==> src/rtl/jenkins_pkg.sv <==
// jenkins_pkg: shared widths and feeder FSM encoding for the jenkins hash interface
package jenkins_pkg;
  localparam int HASH_W = 32;
  localparam int BYTE_W = 8;
  typedef enum logic [2:0] {IDLE, SEND, TERM, WAIT, DONE} state_t;
endpackage

==> src/rtl/jenkins_feeder.sv <==
// jenkins_feeder: streams a whole key byte-serially into the jenkins core and returns its hash
// Optional hash compare (exp_hash/res_match) enabled by JENKINS_FEEDER_CHECK_EN
module jenkins_feeder
  import jenkins_pkg::*;
#(
  parameter int MAX_LEN = 12,
  parameter int LEN_W   = 8
) (
  input  logic                      CLOCK,
  input  logic                      RESET_N,
  input  logic                      key_valid,
  output logic                      key_ready,
  input  logic [MAX_LEN*BYTE_W-1:0] key,
  input  logic [LEN_W-1:0]          key_len,
`ifdef JENKINS_FEEDER_CHECK_EN
  input  logic [HASH_W-1:0]         exp_hash,
  output logic                      res_match,
`endif
  output logic                      sample,
  output logic [BYTE_W-1:0]         value,
  input  logic [HASH_W-1:0]         hash,
  input  logic                      complete,
  output logic                      res_valid,
  input  logic                      res_ready,
  output logic [HASH_W-1:0]         res_hash
);
  localparam int KW = MAX_LEN * BYTE_W;
  state_t state, nxt;
  logic [KW-1:0] sr, aligned;
  logic [LEN_W-1:0] cnt, len_sat;
  logic seen, acc;
`ifdef JENKINS_FEEDER_CHECK_EN
  logic [HASH_W-1:0] exp_q;
`endif
  assign len_sat = (key_len > LEN_W'(MAX_LEN)) ? LEN_W'(MAX_LEN) : key_len;
  // left-align the key so the first byte to send is always the top byte
  assign aligned = key << (BYTE_W * (MAX_LEN - int'(len_sat)));
  assign acc = key_valid && key_ready;
  assign res_valid = state == DONE;
  always_ff @(posedge CLOCK or negedge RESET_N)
    if (!RESET_N) state <= IDLE;
    else state <= nxt;
  always_comb begin
    nxt = state;
    case (state)
      IDLE: nxt = acc ? ((len_sat == '0) ? TERM : SEND) : IDLE;
      SEND: nxt = (cnt == LEN_W'(1)) ? TERM : SEND;
      TERM: nxt = WAIT;
      WAIT: nxt = (seen && complete) ? DONE : WAIT;
      DONE: nxt = res_ready ? IDLE : DONE;
      default: nxt = IDLE;
    endcase
  end
  always_ff @(posedge CLOCK or negedge RESET_N)
    if (!RESET_N) begin
      sr        <= '0;
      cnt       <= '0;
      sample    <= 1'b0;
      value     <= '0;
      seen      <= 1'b0;
      key_ready <= 1'b0;
      res_hash  <= '0;
`ifdef JENKINS_FEEDER_CHECK_EN
      exp_q     <= '0;
      res_match <= 1'b0;
`endif
    end else begin
      seen      <= state == WAIT;
      key_ready <= nxt == IDLE;
      if (acc) begin
        sr     <= aligned << BYTE_W;
        cnt    <= len_sat;
        sample <= len_sat != '0;
        value  <= aligned[KW-1 -: BYTE_W];
`ifdef JENKINS_FEEDER_CHECK_EN
        exp_q  <= exp_hash;
`endif
      end else if (state == SEND) begin
        sr     <= sr << BYTE_W;
        cnt    <= cnt - LEN_W'(1);
        sample <= cnt != LEN_W'(1);
        value  <= (cnt != LEN_W'(1)) ? sr[KW-1 -: BYTE_W] : '0;
      end else begin
        sample <= 1'b0;
        value  <= '0;
      end
      if (state == WAIT && nxt == DONE) begin
        res_hash  <= hash;
`ifdef JENKINS_FEEDER_CHECK_EN
        res_match <= hash == exp_q;
`endif
      end
    end
endmodule

==> config.mk <==
export PLATFORM = sky130hd
export DESIGN_NAME = jenkins_feeder
export DESIGN_NICKNAME = d
export VERILOG_FILES = /design/src/rtl/jenkins_pkg.sv /design/src/rtl/jenkins_feeder.sv
export SDC_FILE = /design/constraint.sdc
export NUM_CORES = 1
export LEC_CHECK = 0
export ABC_AREA = 1
export CORE_UTILIZATION = 50
export DETAILED_ROUTE_END_ITERATION = 7
export MAX_ROUTING_LAYER = met4
export PLACE_DENSITY = 0.74
export SYNTH_ARGS = -nofsm -noshare
export SYNTH_HDL_FRONTEND = slang
export SYNTH_SLANG_ARGS = --single-unit
export TNS_END_PERCENT = 100
==> constraint.sdc <==
create_clock -name CLOCK -period 2.35 [get_ports CLOCK]
set_clock_uncertainty 0.15 [all_clocks]
set_input_delay 0.47 -clock CLOCK [delete_from_list [all_inputs] [get_ports CLOCK]]
set_output_delay 0.47 -clock CLOCK [all_outputs]
set_load 0.02 [all_outputs]
---- After elaboration in Yosys (flattened, before gate mapping) ----
Index checks and enable logic that the tools add are counted.
storage, ports and cells
  flip-flop bits (word level) ............. 150
  input bits .............................. 141
  word-level logic and storage cells ...... 43
cells by class
  add/subtract/negate cells ............... 2
  order comparisons ....................... 1
  eq/ne operators ......................... 7
  shifts and indexed selects .............. 1
  multiplexer cells ....................... 16
  reductions and logical operators ........ 8
operators with widths
  cell                   count
  $mux W96               2
  $shl A96 B32 Y96       1
  $mux W8                6
  $pmux W3 S5            1
  $sub A4 B8 Y9 const A  1
  $eq A8 B1 Y1 const B   1
  $gt A8 B4 Y1 const B   1
  $logic_not A8 Y1       1
  $ne A8 B1 Y1 const B   1
  $reduce_bool A8 Y1     1
  $sub A8 B1 Y8 const B  1
  $eq A3 B2 Y1 const B   2
  $eq A3 B3 Y1 const B   2
  $logic_not A3 Y1       2
  $mux W2                3
  $mux W3                2
  $eq A3 B1 Y1 const B   1
  $logic_and A1 B1 Y1    3
  $mux W1                2
  $reduce_bool A2 Y1     1

---- Longest topological paths before layout ----
Gate-level depths: netlist (run 1).
  depth in word-level cells ............... 8
  gate-level depth with buffers ........... 18
  mapped depth without buffers ............ 15

---- Least setup slack after synthesis (run 1) ----
OpenSTA, ideal clock, no wires.
  path kind ............................... input port to flip-flop
  from .................................... input port key_len[4]
  to ...................................... register sr[86]
  setup time .............................. 0.077 ns
  arrival ................................. 2.577 ns
  required time ........................... 2.123 ns
  path slack .............................. -0.455 ns
  cell stages on the path ................. 15
  path buffers ............................ 3
  cell sequence ........................... nor2_2 -> nand3_1 -> inv_1 -> clkbuf_1 -> nand2_1 -> ha_1 -> inv_1 -> clkbuf_1 -> clkbuf_1 -> nand2_1 -> nor2_1 -> nand2_1 -> nand2_1 -> nand2_1 -> a21oi_1
on the way
  word-level cells in the longest chain between the ends .. 5
RTL lines
  what                    RTL line              source
  start: declaration      jenkins_feeder.sv:14  input logic [LEN_W-1:0] key_len,
  $gt A8 B4 Y1            jenkins_feeder.sv:35  assign len_sat = (key_len > LEN_W'(MAX_LEN)) ? LEN_W'(MAX_LEN) : key_len;
  $mux W8 *               jenkins_feeder.sv:35
  $sub A4 B8 Y9 *         jenkins_feeder.sv:37  assign aligned = key << (BYTE_W * (MAX_LEN - int'(len_sat)));
  $shl A96 B32 Y96 *      jenkins_feeder.sv:37
  $mux W96 *              jenkins_feeder.sv:70  if (acc) begin
  end signal: assignment  jenkins_feeder.sv:71  sr <= aligned << BYTE_W;
  end signal: assignment  jenkins_feeder.sv:79  sr <= sr << BYTE_W;
  end: declaration        jenkins_feeder.sv:29  logic [KW-1:0] sr, aligned;
Every way passes the cells marked *; elsewhere a longest branch is shown, timed or not.
A chain may end at the register's enable or synchronous reset.

---- Worst setup path after layout (run 1) ----
  from .................................... input port key_len[2]
  to ...................................... register sr[26]
The elaborated chain is that of the path after synthesis.

==> impl_results.md, run 1 <==
- Total CTS buffers: 17
- CP top delay family: buffers and inverters
- DRC viols: 0
- Gr usage total: a little under two fifths
- Die X: approximately 140 um
- Clock sinks: around 140
- Final Total Pwr: roughly 14 mW
- Critical path class: in2reg
- VDD IR-drop max: 0.714 mV
- Slowest cell on the critical path: bufbuf_16
- Worst skew pair latency: between 0.4 and 0.5 ns
- R2R setup slack: roughly 0.26 ns
- Net Count, Synth: ~1600
- Initial Utilization: about 51%
- Layout area overhead: 44.4%
- Worst-path clk slew: roughly 0.060 ns
- Initial antenna violation count: 0
- Ports: ~180
- Detailed Route WL: about 38 mm
- Die height: approximately 140 um
- Yosys Warn Count: 0
- Seq cells post-synth: roughly 140
- Critical path peak fanout: 10
- Cell Area, Synth: between 9000 and 10000 um2
- Std cell rows: 50
- Max_slew headroom: a little over two thirds
- Die Area: roughly 20000 um2
- Hold path depth: 2
- Initial DRC count: 1058
- R2R depth: 11
- Hold Vio Cnt, Final: 0
- Distinct cells, synth: 35
- Slew @ Worst Pin: approximately 0.46 ns
- Status: complete, no violations
- Worst path arrival time: between 2 and 2.5 ns
- Total gr overflow: 0
- TritonCTS clock tree: yes
- Gpl congestion: around 1.1
- Final Cycle Share: 97.6%
- Most used DFF post-synth: dfrtp_1
- CORE AREA: roughly 19000 um2
- Post-synthesis sequential area ratio: between 30% and 40%
- Buf+Inv Stages, Crit Path: 8
- Final Util: 74.1%
- Share of cells above drive strength 1: between 15 and 20%
- Max Slew Vio Count: 0
- FFs w/ async S/R, synth: 100%
- # setup viols final: 0
- Clk root buf: clkbuf_16
- MaxCap Viol Count: 0
- Worst setup SP type: input port
- Final std cells w/o fill: 2012
- Achievable frequency: 436 MHz
- Number of flops mapped to enable cells by yosys: 0
- Setup TNS: 0 ns
- Critical path capture point type: flop
- H-tree levels: 4
- Diodes inserted: 0
- Port Buffers: around 180
- WP data required: between 2 and 2.5 ns
- 1st-pass router iterations: 7
- Post-synthesis average cell area: between 6 and 7 um2
- ANT nets after route: 0
- Largest net degree at the start of global routing: between 40 and 50
- Wire per inst: between 15 and 20 um
- Crit-path cells: dlygate4sd2_1, nand2_2, nand3_2, inv_2, nand2_4, ha_4, inv_2, nand2_4, buf_12, buf_4, inv_2, nor2_4, nand2_4, inv_6, bufbuf_16, nand2_1, o211ai_1
- CP Depth: 17
- P_leak: about 6.7 nW
- Vias post-DR: ~12000
- Synthesized instance count: between 1000 and 1500
- Global-route wire length before repair: approximately 57 mm
- Dpl hpwl: 26.1 mm
- Vias in the first global route: 11000
- Tmin final: ~2.3 ns
- Hold Crit Class: reg2reg
- Nets: around 1900
- Cells after DPL: 1957
- Crit-path max cell delay: 0.28 ns
- CTS max path bufs: 2
- PwrDens: 994 nW/um2
- Vias/cell: 5.89
==> final cells by class <==
type | instances | area (um2)
multi-input cells | 1192 | 5740
fillers | 1588 | 4880
flip-flops and latches | 142 | 3550
repair buffers | 339 | 3550
clock buffers | 18 | 439
well taps | 260 | 325
clock inverters | 12 | 210
inverters | 49 | 191
==> Yosys cell counts (2+ instances only) <==
cell / number / area [um2]
nor2_4: 2 / 22.5
buf_6: 4 / 45.0
buf_4: 7 / 52.6
clkbuf_1: 61 / 229
nand2_2: 2 / 12.5
a21oi_1: 75 / 375
nand3_1: 311 / 1560
o311ai_0: 3 / 26.3
o21ai_0: 105 / 526
o22ai_1: 6 / 37.5
nand3b_1: 3 / 22.5
nor2_1: 95 / 357
buf_2: 36 / 180
nand2_1: 520 / 1950
o211ai_1: 35 / 263
ha_1: 3 / 37.5
nor2_2: 5 / 31.3
inv_1: 44 / 165
or2_2: 6 / 37.5
inv_2: 5 / 18.8
nor3_1: 3 / 15.0
buf_1: 6 / 22.5
dfrtp_1: 142 / 3550
o221ai_1: 7 / 61.3
==> sequential cells by signal, summed over array words and instances, names as in the netlist <==
signal and cells:
res_hash 32, seen 1, sample 1, state 3, cnt 8, key_ready 1
value 8, sr 88
==> final timing paths <==
kind                         startpoint            to
max in group asynchronous       RESET_N        sr[30]
min in group asynchronous       RESET_N        sr[76]
hold reg to reg            res_hash[26]  res_hash[26]
setup / recovery             key_len[2]        sr[26]
setup reg to reg                 cnt[1]  res_hash[30]
hold / removal             res_hash[26]  res_hash[26]
==> where the power goes <==
group	switching, mW	internal (mW)
sequential	0.572	3.59
clock	1.09	1.91
combinational	4.02	2.75
total	5.68	8.25
==> routing by layer <==
| layer | wire length [um] | GRT usage [%] | share of wire, % | up-vias |
|---|---|---|---|---|
| met1 | 14600 | 46.3 | 39 | 5510 |
| met2 | 17900 | 61.6 | 47 | 672 |
| met4 | 2220 | 21.9 | 5.9 | 0 |
| met3 | 3080 | 5.74 | 8.1 | 160 |
| li1 | - | - | - | 5508 |
| met5 | 0 | - | 0 | - |
==> cells in the final DEF, fill, tap and decap left out, drive strengths merged, types with 5 or more instances in the layout <==
| cell type | synthesis | final |
|---|---|---|
| dfrtp | 142 | 142 |
| a21oi | 75 | 75 |
| nor3 | 5 | 5 |
| o211ai | 35 | 35 |
| bufinv | 0 | 5 |
| nor2 | 102 | 102 |
| nand3 | 311 | 311 |
| clkbuf | 61 | 27 |
| o22ai | 6 | 6 |
| or2 | 6 | 6 |
| inv | 49 | 51 |
| buf | 53 | 146 |
| o221ai | 7 | 7 |
| clkdlybuf4s50 | 0 | 173 |
| nand2 | 523 | 523 |
| o21ai | 106 | 106 |
==> through the flow <==
| stage | cell area (um2) | setup slack, ns | hold WS, ns |
|---|---|---|---|
| after floorplan | 9800 | 0.00498 | 0.0244 |
| after global placement | 12600 | -0.701 | 0.276 |
| after detailed placement | 12600 | -0.764 | 0.281 |
| after CTS | 13500 | -0.000444 | 0.322 |
| after global routing | 14000 | -0.0420 | 0.334 |
| final | 14000 | 0.0559 | 0.317 |
==> what timing repair did <==
item,CTS,global route
endpoints found under the hold margin,42,0
setup endpoints to repair,129,76
hold buffers,1,0
resized for setup,31,94
setup buffers,8,4
gates cloned,4,9
pin swaps,15,23
==> worst register-to-register path, stage by stage (launching register included) <==
cell and delay, ns:
dfrtp_1 0.39, inv_1 0.08, ha_1 0.15, nand3_1 0.07, nor2_1 0.19, nor2_1 0.06
inv_1 0.10, nand3_1 0.16, nor2_4 0.20, buf_4 0.25, nand3_1 0.12, nand2_1 0.09
==> cell families after synthesis <==
logic type | after synthesis | share of synthesized area, %
DFF | 142 | 36.6
AOI/OAI and AO/OA | 235 | 13.6
and+or+nand+nor | 953 | 42.0
buffers and inverters | 163 | 7.35
adders and majority gates | 3 | 0.387
xor gates and xnor gates | 1 | 0.0903
Power figures use the tool's default switching activity.
==> run 2, diff against run 1 <==
Settings changed: ABC_CLOCK_PERIOD_IN_PS set to 2350.
==> results of run 2 <==
Final layout, timing and power as in run 1 (identical DEF).
